### config.mk
export PLATFORM = sky130hd
export DESIGN_NAME = reg_file_writeback_stage
export DESIGN_NICKNAME = d
export VERILOG_FILES = /design/src/rtl/reg_file_writeback_stage.sv
export SDC_FILE = /design/constraint.sdc
export NUM_CORES = 1
export LEC_CHECK = 0
export ABC_AREA = 1
export CORE_ASPECT_RATIO = 2
export CORE_MARGIN = 4
export CORE_UTILIZATION = 50
export CTS_CLUSTER_DIAMETER = 60
export DETAILED_ROUTE_END_ITERATION = 10
export PLACE_DENSITY = 0.83
export SYNTH_ARGS = -nofsm -noshare
export SYNTH_HDL_FRONTEND = slang
export SYNTH_SLANG_ARGS = --single-unit
export TNS_END_PERCENT = 50
### constraint.sdc
create_clock -name clock -period 6.2 [get_ports clock]
set_input_delay 0.62 -clock clock [delete_from_list [all_inputs] [get_ports clock]]
set_output_delay 0.62 -clock clock [all_outputs]
set_load 0.01 [all_outputs]
### src/rtl/reg_file_writeback_stage.sv
// Writeback stage: captures a retiring instruction, waits on data-memory reads for loads,
// formats load data (word or big-endian byte with sign/zero extension) and drives the register-file write port.
module reg_file_writeback_stage #(
    parameter int DATA_W      = 32,
    parameter int REG_AW      = 5,
    parameter int MEM_TIMEOUT = 15
) (
    input  logic              clock,
    input  logic              reset,
    input  logic              in_valid,
    output logic              in_ready,
    input  logic [1:0]        in_wdata_ctrl,
    input  logic              in_reg_we,
    input  logic [REG_AW-1:0] in_rd,
    input  logic [DATA_W-1:0] in_alu_result,
    input  logic [DATA_W-1:0] in_imm,
    input  logic              in_mem_read,
    input  logic [1:0]        in_byte_sel,
    input  logic              in_byte_signed,
    input  logic [DATA_W-1:0] mem_rdata,
    input  logic              mem_rdata_valid,
    input  logic              flush,
    output logic              rf_we,
    output logic [REG_AW-1:0] rf_waddr,
    output logic [DATA_W-1:0] rf_wdata,
    output logic              err
);

    localparam int CNT_W = $clog2(MEM_TIMEOUT + 1);
    localparam logic [CNT_W-1:0] CNT_LAST = CNT_W'(MEM_TIMEOUT - 1);

    typedef enum logic [1:0] {
        IDLE,
        WAIT_MEM,
        WRITE
    } state_t;

    state_t              state_q, state_d;
    logic [CNT_W-1:0]    cnt_q, cnt_d;
    logic                err_q, err_d;
    logic                we_q, we_d;
    logic [REG_AW-1:0]   rf_waddr_q, rf_waddr_d;
    logic [DATA_W-1:0]   rf_wdata_q, rf_wdata_d;

    // Load-side pending fields, held while the read is outstanding.
    logic [REG_AW-1:0]   pend_rd_q, pend_rd_d;
    logic                pend_we_q, pend_we_d;
    logic [1:0]          pend_ctrl_q, pend_ctrl_d;
    logic [1:0]          pend_sel_q, pend_sel_d;
    logic                pend_signed_q, pend_signed_d;
    logic [DATA_W-1:0]   pend_alu_q, pend_alu_d;

    logic                accept;
    logic [7:0]          lane_byte;
    logic [DATA_W-1:0]   load_data;

    assign in_ready = (state_q != WAIT_MEM) && !reset;
    assign accept   = in_valid && in_ready && !flush;

    always_comb begin
        lane_byte = 8'h00;
        case (pend_sel_q)
            2'd0:    lane_byte = mem_rdata[DATA_W-1  -: 8];
            2'd1:    lane_byte = mem_rdata[DATA_W-9  -: 8];
            2'd2:    lane_byte = mem_rdata[DATA_W-17 -: 8];
            default: lane_byte = mem_rdata[DATA_W-25 -: 8];
        endcase
    end

    always_comb begin
        load_data = pend_alu_q;
        case (pend_ctrl_q)
            2'b00:   load_data = mem_rdata;
            2'b01:   load_data = {{(DATA_W-8){pend_signed_q & lane_byte[7]}}, lane_byte};
            default: load_data = pend_alu_q;
        endcase
    end

    always_comb begin
        state_d       = state_q;
        cnt_d         = cnt_q;
        err_d         = err_q;
        we_d          = we_q;
        rf_waddr_d    = rf_waddr_q;
        rf_wdata_d    = rf_wdata_q;
        pend_rd_d     = pend_rd_q;
        pend_we_d     = pend_we_q;
        pend_ctrl_d   = pend_ctrl_q;
        pend_sel_d    = pend_sel_q;
        pend_signed_d = pend_signed_q;
        pend_alu_d    = pend_alu_q;

        case (state_q)
            IDLE, WRITE: begin
                state_d = IDLE;
                we_d    = 1'b0;
                if (accept) begin
                    if (in_mem_read) begin
                        state_d       = WAIT_MEM;
                        cnt_d         = '0;
                        pend_rd_d     = in_rd;
                        pend_we_d     = in_reg_we;
                        pend_ctrl_d   = in_wdata_ctrl;
                        pend_sel_d    = in_byte_sel;
                        pend_signed_d = in_byte_signed;
                        pend_alu_d    = in_alu_result;
                    end else if (in_wdata_ctrl[1]) begin
                        state_d    = WRITE;
                        we_d       = in_reg_we && (in_rd != '0);
                        rf_waddr_d = in_rd;
                        rf_wdata_d = in_wdata_ctrl[0] ? in_alu_result : in_imm;
                    end else begin
                        // Memory select without a read: retire as a no-op and flag it.
                        state_d = WRITE;
                        err_d   = 1'b1;
                    end
                end
            end
            WAIT_MEM: begin
                if (flush) begin
                    state_d = IDLE;
                end else if (mem_rdata_valid) begin
                    state_d    = WRITE;
                    we_d       = pend_we_q && (pend_rd_q != '0);
                    rf_waddr_d = pend_rd_q;
                    rf_wdata_d = load_data;
                end else if (cnt_q == CNT_LAST) begin
                    state_d = IDLE;
                    err_d   = 1'b1;
                end else begin
                    cnt_d = cnt_q + CNT_W'(1);
                end
            end
            default: state_d = IDLE;
        endcase
    end

    always_ff @(posedge clock or posedge reset) begin
        if (reset) begin
            state_q       <= IDLE;
            cnt_q         <= '0;
            err_q         <= 1'b0;
            we_q          <= 1'b0;
            rf_waddr_q    <= '0;
            rf_wdata_q    <= '0;
            pend_rd_q     <= '0;
            pend_we_q     <= 1'b0;
            pend_ctrl_q   <= 2'b00;
            pend_sel_q    <= 2'b00;
            pend_signed_q <= 1'b0;
            pend_alu_q    <= '0;
        end else begin
            state_q       <= state_d;
            cnt_q         <= cnt_d;
            err_q         <= err_d;
            we_q          <= we_d;
            rf_waddr_q    <= rf_waddr_d;
            rf_wdata_q    <= rf_wdata_d;
            pend_rd_q     <= pend_rd_d;
            pend_we_q     <= pend_we_d;
            pend_ctrl_q   <= pend_ctrl_d;
            pend_sel_q    <= pend_sel_d;
            pend_signed_q <= pend_signed_d;
            pend_alu_q    <= pend_alu_d;
        end
    end

    // A flush during the write cycle cancels the write immediately.
    assign rf_we    = (state_q == WRITE) && we_q && !flush;
    assign rf_waddr = rf_waddr_q;
    assign rf_wdata = rf_wdata_q;
    assign err      = err_q;

endmodule
* After elaboration in Yosys (flattened, before gate mapping) *
Index checks and enable logic that the tools add are counted.

storage, ports and cells
  register bits after elaboration = 88
  word-level logic and storage cells = 93
  bits of input ports = 113

cells by class
  eq/ne operators = 18
  add/sub/neg operators = 1
  reductions and logical operators = 21
  bitwise gates (word level) = 1
  mux-type cells = 40

operators with widths
  cell                                            number
  two-way mux 32 bit                              6
  case mux 32 bit (2 select lines)                2
  two-way mux 5 bit                               5
  case mux 8 bit (3 select lines)                 1
  two-way mux 4 bit                               5
  != test 2 bit (second input constant)           10
  AND reduction 6 bit                             2
  two-way mux 1 bit                               11
  two-way mux 2 bit                               5
  case mux 5 bit (2 select lines)                 1
  nonzero test 5 bit                              2
  case mux 4 bit (2 select lines)                 1
  logical AND 1 bit                               7
  AND reduction 7 bit                             1
  == test 2 x 1 -> 1 bit (second input constant)  3
  logical NOT 2 bit                               3
  AND reduction 3 bit                             2
  adder 4 x 1 -> 4 bit (second input constant)    1
  == test 2 bit (second input constant)           2
  == test 4 bit (second input constant)           1
  != test 4 bit (second input constant)           1
  case mux 1 bit (2 select lines)                 2
  case mux 2 bit (2 select lines)                 1
  logical NOT 1 bit                               2
  4 further kinds                                 4

* Longest topological paths before layout *
Gate-level depths: netlist (run 1).

  depth in word-level cells = 7
  gate-level depth with buffers = 11
  mapped depth without buffers = 10

* Worst setup path before layout (run 1) *
No wires, ideal clock.

  path kind = input to register
  start = in in_wdata_ctrl[0]
  end = reg rf_wdata_q[15] (netlist: rf_wdata[15])
  cell stages on the path = 7
  arrival time = 1.517 ns
  slack = 4.605 ns
  data required time = 6.123 ns
  cells stage by stage = buf_2 inv_2 clkbuf_1 nand2_1 a21oi_1 nor2_1 a21oi_1

between the ends
  word-level cells in the longest chain between the ends = 5

RTL lines
  item                              line  text
  start, declared                   12    input logic [1:0] in_wdata_ctrl,
  two-way mux 32 bit                111   rf_wdata_d = in_wdata_ctrl[0] ? in_alu_result : in_imm;
  two-way mux 32 bit                107   end else if (in_wdata_ctrl[1]) begin
  two-way mux 32 bit                98    if (in_mem_read) begin
  two-way mux 32 bit                97    if (accept) begin
  case mux 32 bit (2 select lines)  93    case (state_q)
  end signal, assigned              158   rf_wdata_q <= rf_wdata_d;
  end, declared                     43    logic [DATA_W-1:0] rf_wdata_q, rf_wdata_d;

No other way between the ends. The select of a mux whose other input is x is not followed.
A chain may end at the register's enable or synchronous reset.

* Worst setup path after layout (run 1) *
  start = reg state_q[0]
  end = reg pend_alu_q[21]

between the ends
  word-level cells in the longest chain between the ends = 5
  elaborated cells on any way between the ends = 8
  those cells by class = 2 x eq/ne; 6 x reduce/logical

RTL lines
  item                             line  text
  start, declared                  38    state_t state_q, state_d;
  start signal, assigned           153   state_q <= state_d;
  != test 2 x 1 -> 1 bit           57    assign in_ready = (state_q != WAIT_MEM) && !reset;
  logical AND 1 bit                57
  logical AND 1 bit (2 in series)  58    assign accept = in_valid && in_ready && !flush;
  AND reduction 3 bit (no line) *  -
  end signal, assigned             164   pend_alu_q <= pend_alu_d;
  end, declared                    51    logic [DATA_W-1:0] pend_alu_q, pend_alu_d;

Every way passes the cells marked *; elsewhere a longest branch is shown, timed or not.

==> results of run 1 <==
[cell families (layout without fill, tap and decap cells)]
group           count (synthesis)  after routing  share of synthesized area
compound gates                106            106                      0.104
xor+xnor                        2              2                    0.00328
fa+ha+maj                       2              2                    0.00468
buf+inv                        66            192                     0.0634
flops                          88             88                      0.412
mux                             4              4                    0.00749
simple gates                  480            480                      0.405
[layout make-up]
type,instances,share of cell area
timing repair buffer,157,0.220
clock inverter,4,0.00319
inverter,20,0.0110
tap,137,0.0242
multi-input combinational,594,0.397
clock buffer,11,0.0329
sequential,88,0.311
[synth_stat cells, drive strengths merged]
| cell type | n | area, µm² |
|---|---|---|
| a211oi | 4 | 30.0 |
| a21oi | 87 | 435 |
| buf | 31 | 206 |
| clkbuf | 15 | 57.6 |
| clkinv | 1 | 3.75 |
| dfrtp | 88 | 2200 |
| ha | 2 | 25.0 |
| inv | 19 | 71.3 |
| mux2i | 4 | 40.0 |
| nand2 | 278 | 1070 |
| nand3 | 70 | 541 |
| nand3b | 1 | 7.51 |
| nand4 | 1 | 6.26 |
| nor2 | 123 | 500 |
| nor3 | 3 | 15.0 |
| o211ai | 5 | 37.5 |
| o21ai | 8 | 40.0 |
| o21bai | 1 | 7.51 |
| o22ai | 1 | 6.26 |
| or2 | 4 | 25.0 |
| xor2 | 2 | 17.5 |
[flip-flops by register name (all words and copies together) (netlist names)]
signal	flops
pend_alu_q	32
we_q	1
pend_ctrl_q	2
pend_signed_q	1
pend_sel_q	2
err	1
rf_waddr	5
pend_rd_q	5
rf_wdata	32
state_q	2
pend_we_q	1
cnt_q	4
[worst min path at each step]
stage,startpoint,endpoint,slack [ns],cells past startpoint
2_1_floorplan,pend_alu_q[7],pend_alu_q[7],0.44,2
3_3_place_gp,pend_alu_q[28],pend_alu_q[28],0.45,2
3_5_place_dp,pend_alu_q[16],pend_alu_q[16],0.46,2
4_1_cts,pend_alu_q[16],pend_alu_q[16],0.47,2
5_1_grt,pend_alu_q[30],pend_alu_q[30],0.49,2
6_report,pend_alu_q[2],pend_alu_q[2],0.47,2
[critical path, delay by kind of cell, from the launching register on]
kind / cells / cell delay (ns)
simple gates: 5 / 1.65
buf+inv: 2 / 0.63
flops: 1 / 0.49
compound gates: 1 / 0.25
[cells in the final DEF, fill, tap and decap left out]
cell / count
clkinvlp_4: 1
clkinv_2: 5
buf_4: 5
clkbuf_16: 9
nand2_2: 2
o22ai_1: 1
o21ai_0: 8
xor2_1: 2
inv_2: 4
clkdlybuf4s50_1: 152
nor3_1: 3
nor2_1: 119
nor2_8: 1
dfrtp_1: 88
a21oi_1: 87
or2_2: 3
clkbuf_1: 2
nand3_2: 38
o211ai_1: 5
o21bai_1: 1
or2_1: 1
clkinv_1: 1
ha_1: 2
nand3_1: 32
a211oi_1: 4
nand3b_1: 1
mux2i_1: 4
nor2_4: 3
nand2_4: 3
inv_1: 13
nand4_1: 1
nand2_1: 273
[layer usage]
layer / up-vias / GRT usage / routed length (µm)
li1: 2649 / - / -
met1: 2603 / 0.322 / 6230
met2: 238 / 0.488 / 9160
met3: 55 / 0.0408 / 988
met4: 0 / 0.138 / 706
met5: - / 0 / 0
[power groups by stage]
| stage | combinational, mW | clock (mW) | sequential [mW] |
|---|---|---|---|
| after global routing | 1.16 | 0.520 | 0.990 |
| after CTS | 1.05 | 0.492 | 0.961 |
| after detailed placement | 1.05 | 0 | 0.967 |
| after floorplan | 0.555 | 0 | 0.983 |
| after global placement | 1.01 | 0 | 0.960 |
| final | 1.05 | 0.484 | 0.963 |
==> impl_metrics.py, run 1 <==
metrics = {
    "logic_synthesis": {
        "netlist_instances": 748,
        "avgSynthCellArea_um2": 7.15,
        "synth-seq-cells": 88,
        "syn_nets": 863,
        "netlist_area_mm2": 0.00535,
        "ys_seq_area_frac": 0.412,
        "ys_warn_count": 0,
        "yosysUniqueCellTypes": 33,
    },
    "placement": {
        "finalWeightedCongestion": 0.959,
        "dp_worst_setup_slack_ns": 2.98,
        "placed_cell_area_mm2": 0.00682,
        "port-buffer-count": 152,
        "placed_cells": 996,
        "dpl.hpwl_mm": 12.1,
    },
    "status": {
        "status": "complete, no violations",
    },
    "detailed_routing": {
        "routed_wl_mm": 17.1,
        "via_count": 5545,
        "wl_per_cell_um": 16.9,
        "drtPass1Iterations": 6,
        "viasPerCell": 5.48,
        "drtIter0Drc": 452,
        "drc": 0,
        "ant_nets": 0,
    },
    "die": {
        "dieArea_mm2": 0.0125,
        "die_w_um": 81.1,
        "die_h_um": 154,
        "core_area_mm2": 0.0105,
        "fp-row-count": 53,
        "num_io_pins": 153,
        "initial_core_util": 0.510,
    },
    "clocking": {
        "ctsResizeCount": 0,
        "root_buffer": "clkbuf_16",
        "clkSinkCount": 88,
        "cts_buffer_depth": 2,
        "post_cts_buffers": 0,
        "path_clk_slew_ns": 0.06,
        "numCtsBuffers": 9,
        "insertion_delay_ns": 0.34,
        "hold_buffers": 0,
        "h-tree-depth": 3,
        "cts_tree": "done",
    },
    "layout": {
        "finalNetCount": 985,
        "finish.utilization": 0.675,
        "fin_area_mm2": 0.00707,
        "n_antenna_cell": 0,
        "ff_latch_area_mm2": 0.00220,
        "drive_gt1_frac": 0.0847,
        "multi_input_area_mm2": 0.00281,
        "area_growth_pct": 32.2,
        "fillers": 919,
        "instances_no_fill": 1011,
    },
    "setup_path": {
        "cp-endpoint": "pend_alu_q[21]",
        "critPathLaunchType": "flip-flop",
        "crit_path_start": "state_q[0]",
        "worst-setup-path-type": "reg -> reg",
        "cp_slowest_stage_delay_ns": 0.52,
        "r2r_cells": 8,
        "cp.required_ns": 6.42,
        "rrSetupSlack_ns": 3.03,
        "cp-end-kind": "flip-flop",
        "critPathMaxFanout": 43,
        "cp_slowest_cell": "nor2_8",
        "worst_ep_arrival_time_ns": 3.39,
        "crit_top_cell": "nand2_1",
        "crit_chain": "inv_2 > nor2_8 > a21oi_1 > nor2_4 > buf_4 > nand2_4 > nand2_1 > nand2_1",
        "timing.rr.end": "pend_alu_q[21]",
        "crit-reg2reg-launch": "state_q[0]",
    },
    "timing": {
        "post-route-min-period_ns": 3.17,
        "hold_viol": 0,
        "min_period_over_period": 0.512,
        "tns_ns": 0,
        "relSlewSlack": 0.226,
        "tightest_slew_ns": 1.16,
        "setup_viol": 0,
        "holdWs_ns": 0.474,
        "setup_ws_ns": 3.03,
        "clock_skew_ns": 0.00806,
        "maxSlewViolCount": 0,
        "rsz0062_at_grt": "false",
        "fmax_mhz": 315,
    },
    "power_and_ir_drop": {
        "pwr-share-clk": 0.194,
        "leakage_nw": 3.28,
        "power_density_mw_per_mm2": 353,
        "swShare": 0.379,
        "p_switching_uw": 947,
        "ir_drop_mv": 0.229,
        "intPower_mw": 1.55,
        "seqPwrFrac": 0.386,
        "pwr-share-comb": 0.420,
        "p_total_mw": 2.50,
    },
    "global_routing": {
        "globalRouteOverflowTotal": 0,
        "grt_pass1_vias": 5583,
        "grt.total_usage": 0.279,
        "grt_pass1_wl_mm": 26.9,
        "grt_max_degree": 89,
        "antenna_found_initial": 0,
    },
    "hold_path": {
        "hold_class": "reg -> reg",
    },
    "run": {
        "drv_cap": 0,
    },
}
No activity file was read; power rests on OpenSTA's default activity.
==> run 2, diff against run 1 <==
--- a/config.mk
+++ b/config.mk
@@ -8,10 +8,10 @@
 export ABC_AREA = 1
 export CORE_ASPECT_RATIO = 2
 export CORE_MARGIN = 4
-export CORE_UTILIZATION = 50
+export CORE_UTILIZATION = 49
 export CTS_CLUSTER_DIAMETER = 60
 export DETAILED_ROUTE_END_ITERATION = 10
-export PLACE_DENSITY = 0.83
+export PLACE_DENSITY = 0.82
 export SYNTH_ARGS = -nofsm -noshare
 export SYNTH_HDL_FRONTEND = slang
 export SYNTH_SLANG_ARGS = --single-unit
==> constraint.sdc (replaced) <==
create_clock -name clock -period 3.3 [get_ports clock]
set_input_delay 0.33 -clock clock [delete_from_list [all_inputs] [get_ports clock]]
set_output_delay 0.33 -clock clock [all_outputs]
set_load 0.01 [all_outputs]
==> impl_metrics.py, run 2 (synthesis results as in run 1) <==
metrics = {
    "detailed_routing": {
        "drc": 0,
        "drtIter0Drc": 451,
        "wl_per_cell_um": 17.1,
        "via_count": 5556,
        "drtPass1Iterations": 5,
        "viasPerCell": 5.47,
        "wl_met2_mm": 9.24,
        "routed_wl_mm": 17.4,
        "routed.top_layer": "met4",
        "wl_met3_um": 947,
        "wl_met1_mm": 6.24,
        "ant_nets": 0,
    },
    "global_routing": {
        "grt_max_degree": 58,
        "grt_pass1_vias": 5744,
        "grt.total_usage": 0.280,
        "grt_pass1_wl_mm": 27.3,
        "antenna_found_initial": 0,
        "globalRouteOverflowTotal": 0,
    },
    "die": {
        "fp-row-count": 53,
        "die_h_um": 156,
        "die_w_um": 81.9,
        "dieArea_mm2": 0.0127,
        "core_area_mm2": 0.0106,
        "num_io_pins": 153,
        "initial_core_util": 0.504,
    },
    "placement": {
        "placed_cell_area_mm2": 0.00685,
        "port-buffer-count": 152,
        "finalWeightedCongestion": 0.884,
        "dpl.hpwl_mm": 12.7,
        "placed_cells": 1001,
    },
    "clocking": {
        "post_cts_buffers": 0,
        "ctsResizeCount": 0,
        "insertion_delay_ns": 0.35,
        "cts_buffer_depth": 2,
        "h-tree-depth": 3,
        "path_clk_slew_ns": 0.07,
        "clkSinkCount": 88,
        "hold_buffers": 0,
        "cts_tree": "done",
        "root_buffer": "clkbuf_16",
        "numCtsBuffers": 9,
    },
    "timing": {
        "hold_viol": 0,
        "clock_skew_ns": 0.00692,
        "tns_ns": 0,
        "post-route-min-period_ns": 2.47,
        "tightest_slew_ns": 0.885,
        "holdWs_ns": 0.429,
        "setup_viol": 0,
        "fmax_mhz": 406,
        "rsz0062_at_grt": "false",
        "relSlewSlack": 0.408,
        "maxSlewViolCount": 0,
        "min_period_over_period": 0.747,
    },
    "layout": {
        "final_common_cell": "nand2_1",
        "n_antenna_cell": 0,
        "finalNetCount": 990,
        "fin_area_mm2": 0.00718,
        "final_cell_mix": "nand2_1 (273), clkdlybuf4s50_1 (152), nor2_1 (119)",
        "ff_latch_area_mm2": 0.00220,
        "finish.utilization": 0.676,
        "area_growth_pct": 34.2,
        "fillers": 912,
        "multi_input_area_mm2": 0.00281,
        "instances_no_fill": 1015,
        "drive_gt1_frac": 0.0900,
    },
    "power_and_ir_drop": {
        "leakage_nw": 3.33,
        "ir_drop_mv": 0.395,
        "power_density_mw_per_mm2": 688,
    },
    "setup_path": {
        "cp-endpoint": "pend_alu_q[10]",
        "cp.required_ns": 3.53,
        "crit_chain": "inv_2 > nor2_8 > a21oi_1 > nor2_4 > nand2_4 > nand2_1 > nand2_1",
        "cp_num_buf_inv": 1,
        "worst_ep_arrival_time_ns": 2.69,
        "r2r_cells": 7,
        "cp-end-kind": "flip-flop",
        "crit-reg2reg-launch": "state_q[0]",
        "cp.depth": 7,
        "critPathLaunchType": "flip-flop",
        "cp_slowest_cell": "nor2_8",
        "cp_slowest_stage_delay_ns": 0.52,
        "rrSetupSlack_ns": 0.83,
        "timing.rr.end": "pend_alu_q[10]",
        "crit_path_start": "state_q[0]",
        "worst-setup-path-type": "reg -> reg",
        "cp_top_family": "simple AND/OR/NAND/NOR gates",
        "crit_top_cell": "nand2_1",
        "critPathMaxFanout": 43,
    },
    "hold_path": {
        "hold_class": "in -> async",
    },
    "run": {
        "drv_cap": 0,
    },
    "status": {
        "status": "complete, no violations",
    },
}
==> run 2: cell count changes in the layout (fill, tap and decap cells not counted), sizes merged <==
cell      before  now
clkinv         6    4
clkbuf        11   10
bufinv         0    3
clkinvlp       1    0
buf            5   10
==> run 2: cell type report <==
type | instances | area share
Clock inverter | 4 | 0.0132
Multi-Input combinational cell | 594 | 0.391
Sequential cell | 88 | 0.307
Tap cell | 137 | 0.0239
Timing Repair Buffer | 162 | 0.222
Clock buffer | 10 | 0.0319
Inverter | 20 | 0.0108
==> run 2: through the flow <==
stage | power [mW] | setup slack, ns
6_report | 4.94 | 0.834
5_1_grt | 5.26 | 0.689
4_1_cts | 4.95 | 0.877
3_5_place_dp | 3.81 | 0.898
3_3_place_gp | 3.73 | 0.991
2_1_floorplan | 2.89 | 0.691
==> run 2: metal layers <==
| metal | GRT usage | up-vias |
|---|---|---|
| li1 | - | 2649 |
| met1 | 0.301 | 2603 |
| met2 | 0.495 | 235 |
| met3 | 0.0468 | 69 |
| met4 | 0.166 | 0 |
| met5 | 0 | - |
==> run 2: how the worst min path moves through the flow <==
| stage | slack [ns] | depth (start not counted) | endpoint |
|---|---|---|---|
| 4_1_cts | 0.44 | 2 | pend_alu_q[19] |
| 6_report | 0.43 | 2 | pend_alu_q[24] |
| 3_5_place_dp | 0.46 | 2 | pend_rd_q[2] |
| 5_1_grt | 0.48 | 2 | pend_alu_q[19] |
| 3_3_place_gp | 0.45 | 2 | pend_rd_q[3] |
| 2_1_floorplan | 0.44 | 1 | state_q[1] |
==> run 2: power breakdown <==
part           internal, mW  switching (mW)  total (mW)
registers              1.52           0.298        1.82
logic                 0.898            1.09        1.98
clock network         0.730           0.410        1.14
==> run 3, diff against run 2 <==
--- a/config.mk
+++ b/config.mk
@@ -8,10 +8,10 @@
 export ABC_AREA = 1
 export CORE_ASPECT_RATIO = 2
 export CORE_MARGIN = 4
-export CORE_UTILIZATION = 49
+export CORE_UTILIZATION = 44
 export CTS_CLUSTER_DIAMETER = 60
 export DETAILED_ROUTE_END_ITERATION = 10
-export PLACE_DENSITY = 0.82
+export PLACE_DENSITY = 0.78
 export SYNTH_ARGS = -nofsm -noshare
 export SYNTH_HDL_FRONTEND = slang
 export SYNTH_SLANG_ARGS = --single-unit
==> constraint.sdc (replaced) <==
create_clock -name clock -period 2 [get_ports clock]
set_input_delay 0.2 -clock clock [delete_from_list [all_inputs] [get_ports clock]]
set_output_delay 0.2 -clock clock [all_outputs]
set_load 0.01 [all_outputs]
==> impl_metrics.py, run 3 (synthesis results as in run 1) <==
metrics = {
    "placement": {
        "dpl.hpwl_mm": 13.0,
        "placed_cells": 1024,
        "port-buffer-count": 152,
        "placed_cell_area_mm2": 0.00707,
        "finalWeightedCongestion": 0.994,
    },
    "setup_path": {
        "timing.rr.end": "pend_alu_q[24]",
        "cp_slowest_cell": "clkdlybuf4s50_1",
        "cp-end-kind": "primary output",
        "cp_num_buf_inv": 2,
        "critPathMaxFanout": 8,
        "crit-reg2reg-launch": "state_q[0]",
        "r2r_cells": 10,
        "cp_top_family": "buffers and inverters",
        "crit_chain": "inv_2 > nor2_8 > nor2_4 > clkdlybuf4s50_1",
        "critPathLaunchType": "flip-flop",
        "rrSetupSlack_ns": 0.21,
        "worst_ep_arrival_time_ns": 1.68,
        "cp.required_ns": 1.80,
        "worst-setup-path-type": "reg -> out",
        "cp_slowest_stage_delay_ns": 0.56,
    },
    "global_routing": {
        "globalRouteOverflowTotal": 0,
        "grt.total_usage": 0.244,
        "grt_pass1_vias": 5495,
        "grt_pass1_wl_mm": 26.6,
        "antenna_found_initial": 0,
        "grt_max_degree": 53,
    },
    "detailed_routing": {
        "viasPerCell": 5.29,
        "drtPass1Iterations": 4,
        "drc": 0,
        "drtIter0Drc": 353,
        "ant_nets": 0,
        "wl_per_cell_um": 16.5,
        "routed_wl_mm": 17.2,
        "via_count": 5501,
    },
    "layout": {
        "fin_area_mm2": 0.00736,
        "finalNetCount": 1005,
        "instances_no_fill": 1040,
        "final_cell_mix": "nand2_1 (273), clkdlybuf4s50_1 (152), nor2_1 (119)",
        "drive_gt1_frac": 0.106,
        "n_antenna_cell": 0,
        "final_common_cell": "nand2_1",
        "finish.utilization": 0.622,
        "area_growth_pct": 37.7,
        "fillers": 1067,
        "ff_latch_area_mm2": 0.00220,
        "multi_input_area_mm2": 0.00281,
    },
    "clocking": {
        "h-tree-depth": 3,
        "root_buffer": "clkbuf_16",
        "post_cts_buffers": 0,
        "cts_tree": "done",
        "numCtsBuffers": 9,
        "hold_buffers": 0,
        "ctsResizeCount": 0,
        "insertion_delay_ns": 0.34,
        "path_clk_slew_ns": 0.06,
        "clkSinkCount": 88,
        "cts_buffer_depth": 2,
    },
    "power_and_ir_drop": {
        "p_total_mw": 7.98,
        "seqPwrFrac": 0.371,
        "intPower_mw": 5.00,
        "p_switching_mw": 2.98,
        "pwr-share-comb": 0.422,
        "swShare": 0.373,
        "pwr-share-clk": 0.207,
        "power_density_mw_per_mm2": 1080,
        "ir_drop_mv": 0.630,
        "leakage_nw": 3.42,
    },
    "timing": {
        "tightest_slew_ns": 0.417,
        "relSlewSlack": 0.722,
        "min_period_over_period": 0.940,
        "post-route-min-period_ns": 1.88,
        "maxSlewViolCount": 0,
        "hold_viol": 0,
        "tns_ns": 0,
        "setup_viol": 0,
        "fmax_mhz": 532,
        "clock_skew_ns": 0.00580,
        "rsz0062_at_grt": "false",
    },
    "die": {
        "num_io_pins": 153,
        "initial_core_util": 0.452,
        "die_h_um": 164,
        "die_w_um": 85.9,
        "fp-row-count": 56,
        "dieArea_mm2": 0.0141,
        "core_area_mm2": 0.0118,
    },
    "hold_path": {
        "hold_class": "in -> async",
    },
    "run": {
        "drv_cap": 0,
    },
    "status": {
        "status": "complete, no violations",
    },
}
run 3: cell types whose count changed in the layout (fill, tap and decap cells not counted), sizes merged:
cell / before / now
clkinvlp: 0 / 2
bufinv: 3 / 0
buf: 10 / 25
clkinv: 4 / 3
clkbuf: 10 / 14
run 3: how the worst max path moves through the flow:
stage | startpoint | endpoint | slack, ns | cells after the start
after floorplan | cnt_q[0] | pend_ctrl_q[1] | 0.49 | 9
after global placement | flush | pend_ctrl_q[0] | 0.11 | 9
final | state_q[0] | in_ready | 0.12 | 4
after global routing | state_q[0] | in_ready | 0.04 | 4
after detailed placement | flush | pend_sel_q[0] | 0.08 | 9
after CTS | state_q[0] | in_ready | 0.11 | 4
run 3: layout make-up:
| cell class | instances | share of cell area |
|---|---|---|
| sequential | 88 | 0.299 |
| tap | 145 | 0.0246 |
| clock buffer | 14 | 0.0372 |
| clock inverter | 2 | 0.00170 |
| timing repair buffer | 177 | 0.244 |
| multi-input combinational | 594 | 0.382 |
| inverter | 20 | 0.0109 |
run 3: power groups by stage:
stage / Sequential, mW / Clock (mW) / Combinational, mW
2_1_floorplan: 3.05 / 0 / 1.72
3_3_place_gp: 2.96 / 0 / 3.30
3_5_place_dp: 2.98 / 0 / 3.37
4_1_cts: 2.95 / 1.67 / 3.39
5_1_grt: 3.04 / 1.76 / 3.70
6_report: 2.96 / 1.65 / 3.36
run 3: routing by layer:
metal,up-vias,part of all wire,track usage
met3,48,0.063,0.0417
li1,2685,-,-
met1,2560,0.34,0.257
met2,208,0.55,0.448
met5,-,0,0
met4,0,0.043,0.135
run 3: metrics by stage:
stage / setup slack [ns] / hold slack [ns]
after floorplan: 0.492 / 0.310
after global placement: 0.109 / 0.454
after detailed placement: 0.0822 / 0.459
after CTS: 0.109 / 0.289
after global routing: 0.0379 / 0.303
final: 0.120 / 0.286
